===== src/rtl/trng_sampler_pkg.sv =====
// rtl/trng_sampler_pkg.sv - shared TRNG constants and FSM state encoding
// Holds the sampler FSM states and the default word width, sample divider
// and repetition-count cutoff used by trng_sampler.
package trng_sampler_pkg;

    typedef enum logic [1:0] {
        IDLE    = 2'd0,
        COLLECT = 2'd1,
        FULL    = 2'd2,
        ERR     = 2'd3
    } trng_state_e;

    localparam int TRNG_WIDTH      = 32;
    localparam int TRNG_DIV        = 8;
    localparam int TRNG_RCT_CUTOFF = 32;

endpackage


===== src/rtl/trng_sampler_vn_corrector.sv =====
// rtl/trng_sampler_vn_corrector.sv - von Neumann debiaser over non-overlapping sample pairs
// Ports:
//   clk, rst           clock and synchronous active-high reset
//   i_sample_strobe    a new raw sample is present on i_raw_bit
//   i_raw_bit          raw sample value
//   i_clear            drop any stored half pair (priority over the strobe)
//   o_out_valid        a debiased bit is emitted this cycle
//   o_out_bit          the emitted bit (first bit of a 10 or 01 pair)
module vn_corrector (
    input  logic clk,
    input  logic rst,
    input  logic i_sample_strobe,
    input  logic i_raw_bit,
    input  logic i_clear,
    output logic o_out_valid,
    output logic o_out_bit
);

    logic r_have_first;
    logic r_first;

    always_ff @(posedge clk) begin
        if (rst || i_clear) begin
            r_have_first <= 1'b0;
            r_first      <= 1'b0;
        end else if (i_sample_strobe) begin
            // Alternate between capturing the first bit and closing the pair.
            r_have_first <= ~r_have_first;
            if (!r_have_first) begin
                r_first <= i_raw_bit;
            end
        end
    end

    // The output is combinational on the second sample so the packer sees the
    // bit in the same cycle the pair completes: 01 -> 0, 10 -> 1.
    assign o_out_valid = i_sample_strobe && !i_clear && r_have_first && (r_first != i_raw_bit);
    assign o_out_bit   = r_first;

endmodule


===== src/rtl/trng_sampler.sv =====
// rtl/trng_sampler.sv - ring-oscillator TRNG sampler with debiasing and repetition-count health test
// Ports:
//   clk        system clock, all logic on posedge
//   rst        synchronous active-high reset
//   en         enable bit collection
//   ro[3:0]    ring-oscillator outputs, asynchronous to clk
//   data_out   collected random word (zero while in ERR)
//   valid      data_out holds an untransferred word
//   ready      consumer accepts the word
//   error      sticky repetition-count health failure
module trng_sampler
    import trng_sampler_pkg::*;
#(
    parameter int WIDTH      = TRNG_WIDTH,
    parameter int DIV        = TRNG_DIV,
    parameter int RCT_CUTOFF = TRNG_RCT_CUTOFF
) (
    input  logic             clk,
    input  logic             rst,
    input  logic             en,
    input  logic [3:0]       ro,
    output logic [WIDTH-1:0] data_out,
    output logic             valid,
    input  logic             ready,
    output logic             error
);

    localparam int DIV_W = $clog2(DIV);
    localparam int BIT_W = $clog2(WIDTH);
    localparam int RCT_W = $clog2(RCT_CUTOFF + 1);

    trng_state_e        r_state;
    logic [3:0]         r_sync1;
    logic [3:0]         r_sync2;
    logic [DIV_W-1:0]   r_div;
    logic [BIT_W-1:0]   r_bitcnt;
    logic [WIDTH-1:0]   r_word;
    logic [RCT_W-1:0]   r_rct;
    logic               r_prev;
    logic [WIDTH-1:0]   r_data;
    logic               r_valid;
    logic               r_error;

    logic               w_raw;
    logic               w_collect;
    logic               w_strobe;
    logic [RCT_W-1:0]   w_rct_next;
    logic               w_trip;
    logic               w_vn_valid;
    logic               w_vn_bit;
    logic [WIDTH-1:0]   w_word_next;
    logic               w_last_bit;

    assign w_raw     = ^r_sync2;
    // Sampling only happens while collecting with en still high; dropping en
    // discards the current sample slot together with the partial word.
    assign w_collect = (r_state == COLLECT) && en;
    assign w_strobe  = w_collect && (r_div == DIV_W'(DIV - 1));

    // Saturating so the count can never wrap back below the cutoff.
    always_comb begin
        w_rct_next = RCT_W'(1);
        if (w_raw == r_prev) begin
            w_rct_next = (r_rct >= RCT_W'(RCT_CUTOFF)) ? r_rct : r_rct + RCT_W'(1);
        end
    end

    assign w_trip      = w_strobe && (w_rct_next >= RCT_W'(RCT_CUTOFF));
    assign w_word_next = {r_word[WIDTH-2:0], w_vn_bit};
    assign w_last_bit  = w_vn_valid && (r_bitcnt == BIT_W'(WIDTH - 1));

    vn_corrector u_vn (
        .clk             (clk),
        .rst             (rst),
        .i_sample_strobe (w_strobe),
        .i_raw_bit       (w_raw),
        .i_clear         (!w_collect),
        .o_out_valid     (w_vn_valid),
        .o_out_bit       (w_vn_bit)
    );

    always_ff @(posedge clk) begin
        if (rst) begin
            r_state  <= IDLE;
            r_sync1  <= '0;
            r_sync2  <= '0;
            r_div    <= '0;
            r_bitcnt <= '0;
            r_word   <= '0;
            r_rct    <= '0;
            r_prev   <= 1'b0;
            r_data   <= '0;
            r_valid  <= 1'b0;
            r_error  <= 1'b0;
        end else begin
            r_sync1 <= ro;
            r_sync2 <= r_sync1;

            if (w_strobe) begin
                r_rct  <= w_rct_next;
                r_prev <= w_raw;
            end

            if (w_trip) begin
                // Strobes only exist in COLLECT, but the trip is written to win
                // from any state; a handshake in the same cycle has already
                // transferred the word, so valid simply drops.
                r_state <= ERR;
                r_error <= 1'b1;
                r_valid <= 1'b0;
                r_data  <= '0;
            end else begin
                case (r_state)
                    IDLE: begin
                        r_div    <= '0;
                        r_bitcnt <= '0;
                        r_word   <= '0;
                        if (en) begin
                            r_state <= COLLECT;
                        end
                    end
                    COLLECT: begin
                        if (!en) begin
                            r_state  <= IDLE;
                            r_div    <= '0;
                            r_bitcnt <= '0;
                            r_word   <= '0;
                        end else begin
                            r_div <= (r_div == DIV_W'(DIV - 1)) ? '0 : r_div + DIV_W'(1);
                            if (w_last_bit) begin
                                r_data   <= w_word_next;
                                r_valid  <= 1'b1;
                                r_state  <= FULL;
                                r_div    <= '0;
                                r_bitcnt <= '0;
                                r_word   <= '0;
                            end else if (w_vn_valid) begin
                                r_word   <= w_word_next;
                                r_bitcnt <= r_bitcnt + BIT_W'(1);
                            end
                        end
                    end
                    FULL: begin
                        // Divider frozen; en only decides where to go after the transfer.
                        if (r_valid && ready) begin
                            r_valid <= 1'b0;
                            r_div   <= '0;
                            r_state <= en ? COLLECT : IDLE;
                        end
                    end
                    ERR: begin
                        r_valid <= 1'b0;
                        r_data  <= '0;
                        r_error <= 1'b1;
                    end
                    default: begin
                        r_state <= IDLE;
                    end
                endcase
            end
        end
    end

    assign data_out = r_data;
    assign valid    = r_valid;
    assign error    = r_error;

endmodule


===== config.mk =====
export PLATFORM = sky130hd
export DESIGN_NAME = trng_sampler
export DESIGN_NICKNAME = d
export VERILOG_FILES = /design/src/rtl/trng_sampler_pkg.sv /design/src/rtl/trng_sampler_vn_corrector.sv /design/src/rtl/trng_sampler.sv
export SDC_FILE = /design/constraint.sdc
export NUM_CORES = 1
export LEC_CHECK = 0
export BUFFER_PORTS_ARGS = -buffer_cell sky130_fd_sc_hd__buf_2
export CORE_MARGIN = 2
export CORE_UTILIZATION = 52
export CTS_CLUSTER_DIAMETER = 80
export DETAILED_ROUTE_END_ITERATION = 12
export PLACE_DENSITY = 0.75
export SYNTH_ARGS = -nofsm -noshare
export SYNTH_HDL_FRONTEND = slang
export SYNTH_SLANG_ARGS = --single-unit

===== constraint.sdc =====
create_clock -name clk -period 2.3 [get_ports clk]
set_input_delay 0.345 -clock clk [delete_from_list [all_inputs] [get_ports clk]]
set_output_delay 0.345 -clock clk [all_outputs]
set_load 0.1 [all_outputs]

==> flow_summary.toml <==
[run_status]
status = "complete, no violations"

[placement]
placed_cells = 546
io_buffers = 41
place_area_um2 = 4010
dpl.hpwl_um = 4970
gp_congestion = 0.782

[synthesis]
async_reset_ff_share_pct = 0
yosysWarnings = 0
synth.avg_cell_area_um2 = 8.52
ys_seq_area_share_pct = 50.1
synth_fp_nets = 446
ys_top_cells_by_count = "92 x dfxtp_1, 75 x a21oi_1, 75 x nand2_1"
yosys.area.top_type = "dfxtp_1"
synth.top_cell.area_share_pct = 50.1
synth_cell_type_count = 48
synth_edf_count = 0
syn-instance-count = 432
syn_area_um2 = 3680
yosysMostFrequentCell = "dfxtp_1"
synth_top_cells_by_area = "dfxtp_1 50%, a21oi_1 10%, nand2_1 7.7%"
synth-seq-cells = 92
synth_ff_type = "dfxtp_1"

[worst_setup_path]
cp_data_required_time_ns = 2.55
crit_chain = "xnor2_2, xor3_1, or3_1, nand3_2, buf_4, a21oi_1"
cpPeakStageDelay_ns = 0.52
cp_slowest_cell = "or3_1"
worstSetupEndpointType = "flop"
crit_family = "XOR/XNOR gates"
timing.rr.start = "r_sync2[3]"
worstSetupStartpointType = "flop"
cp.buffers_inverters = 1
reg2reg_slack_ns = 0.12
crit_fanout = 15
arrival_ns = 2.43
rr_worst_depth = 6
worstSetupPathType = "reg2reg"
regToRegEndpoint = "data_out[20]"

[timing]
fin_hold_ws_ns = 0.180
slew_viol_final = 0
setup_viol = 0
period_share_pct = 94.9
finalHoldViolations = 0
finalClockSkew_ns = 0.0122
tns_ns = 0
layout_min_cycle_time_ns = 2.18
max_freq_mhz = 458
tightest_slew_ns = 0.502
rsz0062_at_grt = "no"
maxSlewHeadroom_pct = 66.8

[routing]
avgRoutedWirePerCell_um = 13.6
viasPerCell = 5.60
drt-total-wl_um = 7660
drtIter0Drc = 180
drc = 0
firstDrtPassIters = 5
ant_nets = 0
num_vias = 3150

[run]
maxCapViolCount = 0

[global_routing]
gr-total-overflow = 0
grtUsageTotal_pct = 20.4
busiest_layer = "met2"
grt_start_max_net_pins = 38
grtUsageMet2_pct = 32.1
grtUsageMet3_pct = 3.30
grt_pass1_wl_um = 12500
grt_pass1_vias = 2785
met1_usage_pct = 26.9
antenna_found_initial = 0

[power]
finalPower_w = 0.00289
clock_power_share_pct = 37.9
p_int_w = 0.00219
ir_drop_v = 0.000288
power.switching_w = 0.000699
power_frac_seq_pct = 55.8
p_sw_share_pct = 24.2
p_per_area_nw_per_um2 = 686
p_comb_share_pct = 6.4
leakage_nw = 1.54

[clock_network]
ctsHoldBuffers = 0
cts_tree = "yes"
cts_root_buf = "clkbuf_8"
cts_setup_buffers = 0
tritoncts.num_buffers = 9
cts_buffer_depth = 2
htreeDepth = 3
clk_pin_slew_worst_paths_ns = 0.09
clkSinkCount = 92
clkLatencyLatePin_ns = 0.37

[hold_path]
hold_class = "in2reg"
min-delay-start = "ro[0]"
min_to = "r_sync1[0]"
hold_depth = 2

[die]
die_h_um = 88.1
fp.dieW_um = 88.1
pin_count = 42
start_util_pct = 53.8
core.rowCount = 30
dieArea_um2 = 7760
core_area_um2 = 6830

[layout]
fin_nets = 475
syn2layout_area_growth_pct = 14.6
diodes = 0
instances_no_fill = 562
drive_gt1_share_pct = 17.4
stdcell_area_um2 = 4220
[flip-flops by register name (all words and copies together) (netlist names), 2 cells and up]
| signal | cells |
|---|---|
| r_div | 3 |
| r_word | 31 |
| r_sync2 | 4 |
| r_state | 2 |
| r_rct | 6 |
| r_sync1 | 4 |
| r_bitcnt | 5 |
| data_out | 32 |
[worst register-to-register path: stages, from the launching register on]
cell	delay, ns
dfxtp_1	0.33
xnor2_2	0.27
xor3_1	0.50
or3_1	0.52
nand3_2	0.16
buf_4	0.22
a21oi_1	0.07
[layer usage]
metal / vias to the layer above / wire length (um) / share of wire [%]
met2: 85 / 3590 / 47
met4: 0 / 171 / 2.2
met3: 17 / 274 / 3.6
li1: 1582 / - / -
met5: - / 0 / 0
met1: 1466 / 3620 / 47
[through the flow]
step / setup WS (ns) / utilization [%]
after global placement: 0.178 / 58.6
after floorplan: 0.152 / -
final: 0.117 / 61.7
after CTS: 0.0839 / 61.6
after detailed placement: 0.103 / 58.6
after global routing: 0.0000615 / 61.7
[power groups by stage]
stage / clock network [W] / registers, W / logic (W)
floorplan: 0 / 0.00165 / 0.000132
global placement: 0 / 0.00165 / 0.000178
detailed placement: 0 / 0.00165 / 0.000182
CTS: 0.00112 / 0.00161 / 0.000182
global route: 0.00118 / 0.00162 / 0.000200
finish: 0.00110 / 0.00161 / 0.000184
[worst max-delay path by stage]
stage / from / to / slack [ns] / cells after the start
after detailed placement: r_sync2[3] / r_bitcnt[2] / 0.10 / 5
after global routing: r_sync2[3] / data_out[20] / 0.00006 / 6
final: r_sync2[3] / data_out[20] / 0.12 / 6
after CTS: r_sync2[3] / data_out[20] / 0.08 / 6
after global placement: r_sync2[1] / r_bitcnt[2] / 0.18 / 5
after floorplan: r_div[0] / data_out[0] / 0.15 / 9
[kinds of logic (layout without fill, tap and decap cells)]
kind of cell               count (synthesis)  in the layout  synth area share, %
AOI/OAI and AO/OA                        133            133                 20.4
xor gates and xnor gates                   9              9                 3.20
adders and majority gates                  6              6                 2.04
buffers and inverters                     45             79                 5.03
DFF                                       92             92                 50.1
and+or+nand+nor                          147            147                 19.2
[placed cells by master (no fill, tap or decap), drive strengths merged, types with 6 or more instances in the layout]
cell type	n
ha	6
dfxtp	92
inv	7
a21oi	75
nand2	75
nand4	36
nor2	13
nor2b	8
buf	57
clkbuf	10
o21ai	37
[final cells by class]
type                    instances  area [um^2]
flip-flops and latches         92         1840
inverters                       6         22.5
clock inverters                 6         62.6
clock buffers                  10          138
multi-input cells             295         1670
well taps                      96          120
fillers                       624         2620
repair buffers                 57          363
[repair_timing]
item | 4_1_cts | 5_1_grt
resized for setup | 0 | 1
endpoints found under the setup margin | 0 | 1
hold endpoints to repair | 0 | 0
Power figures use the tool's default switching activity.
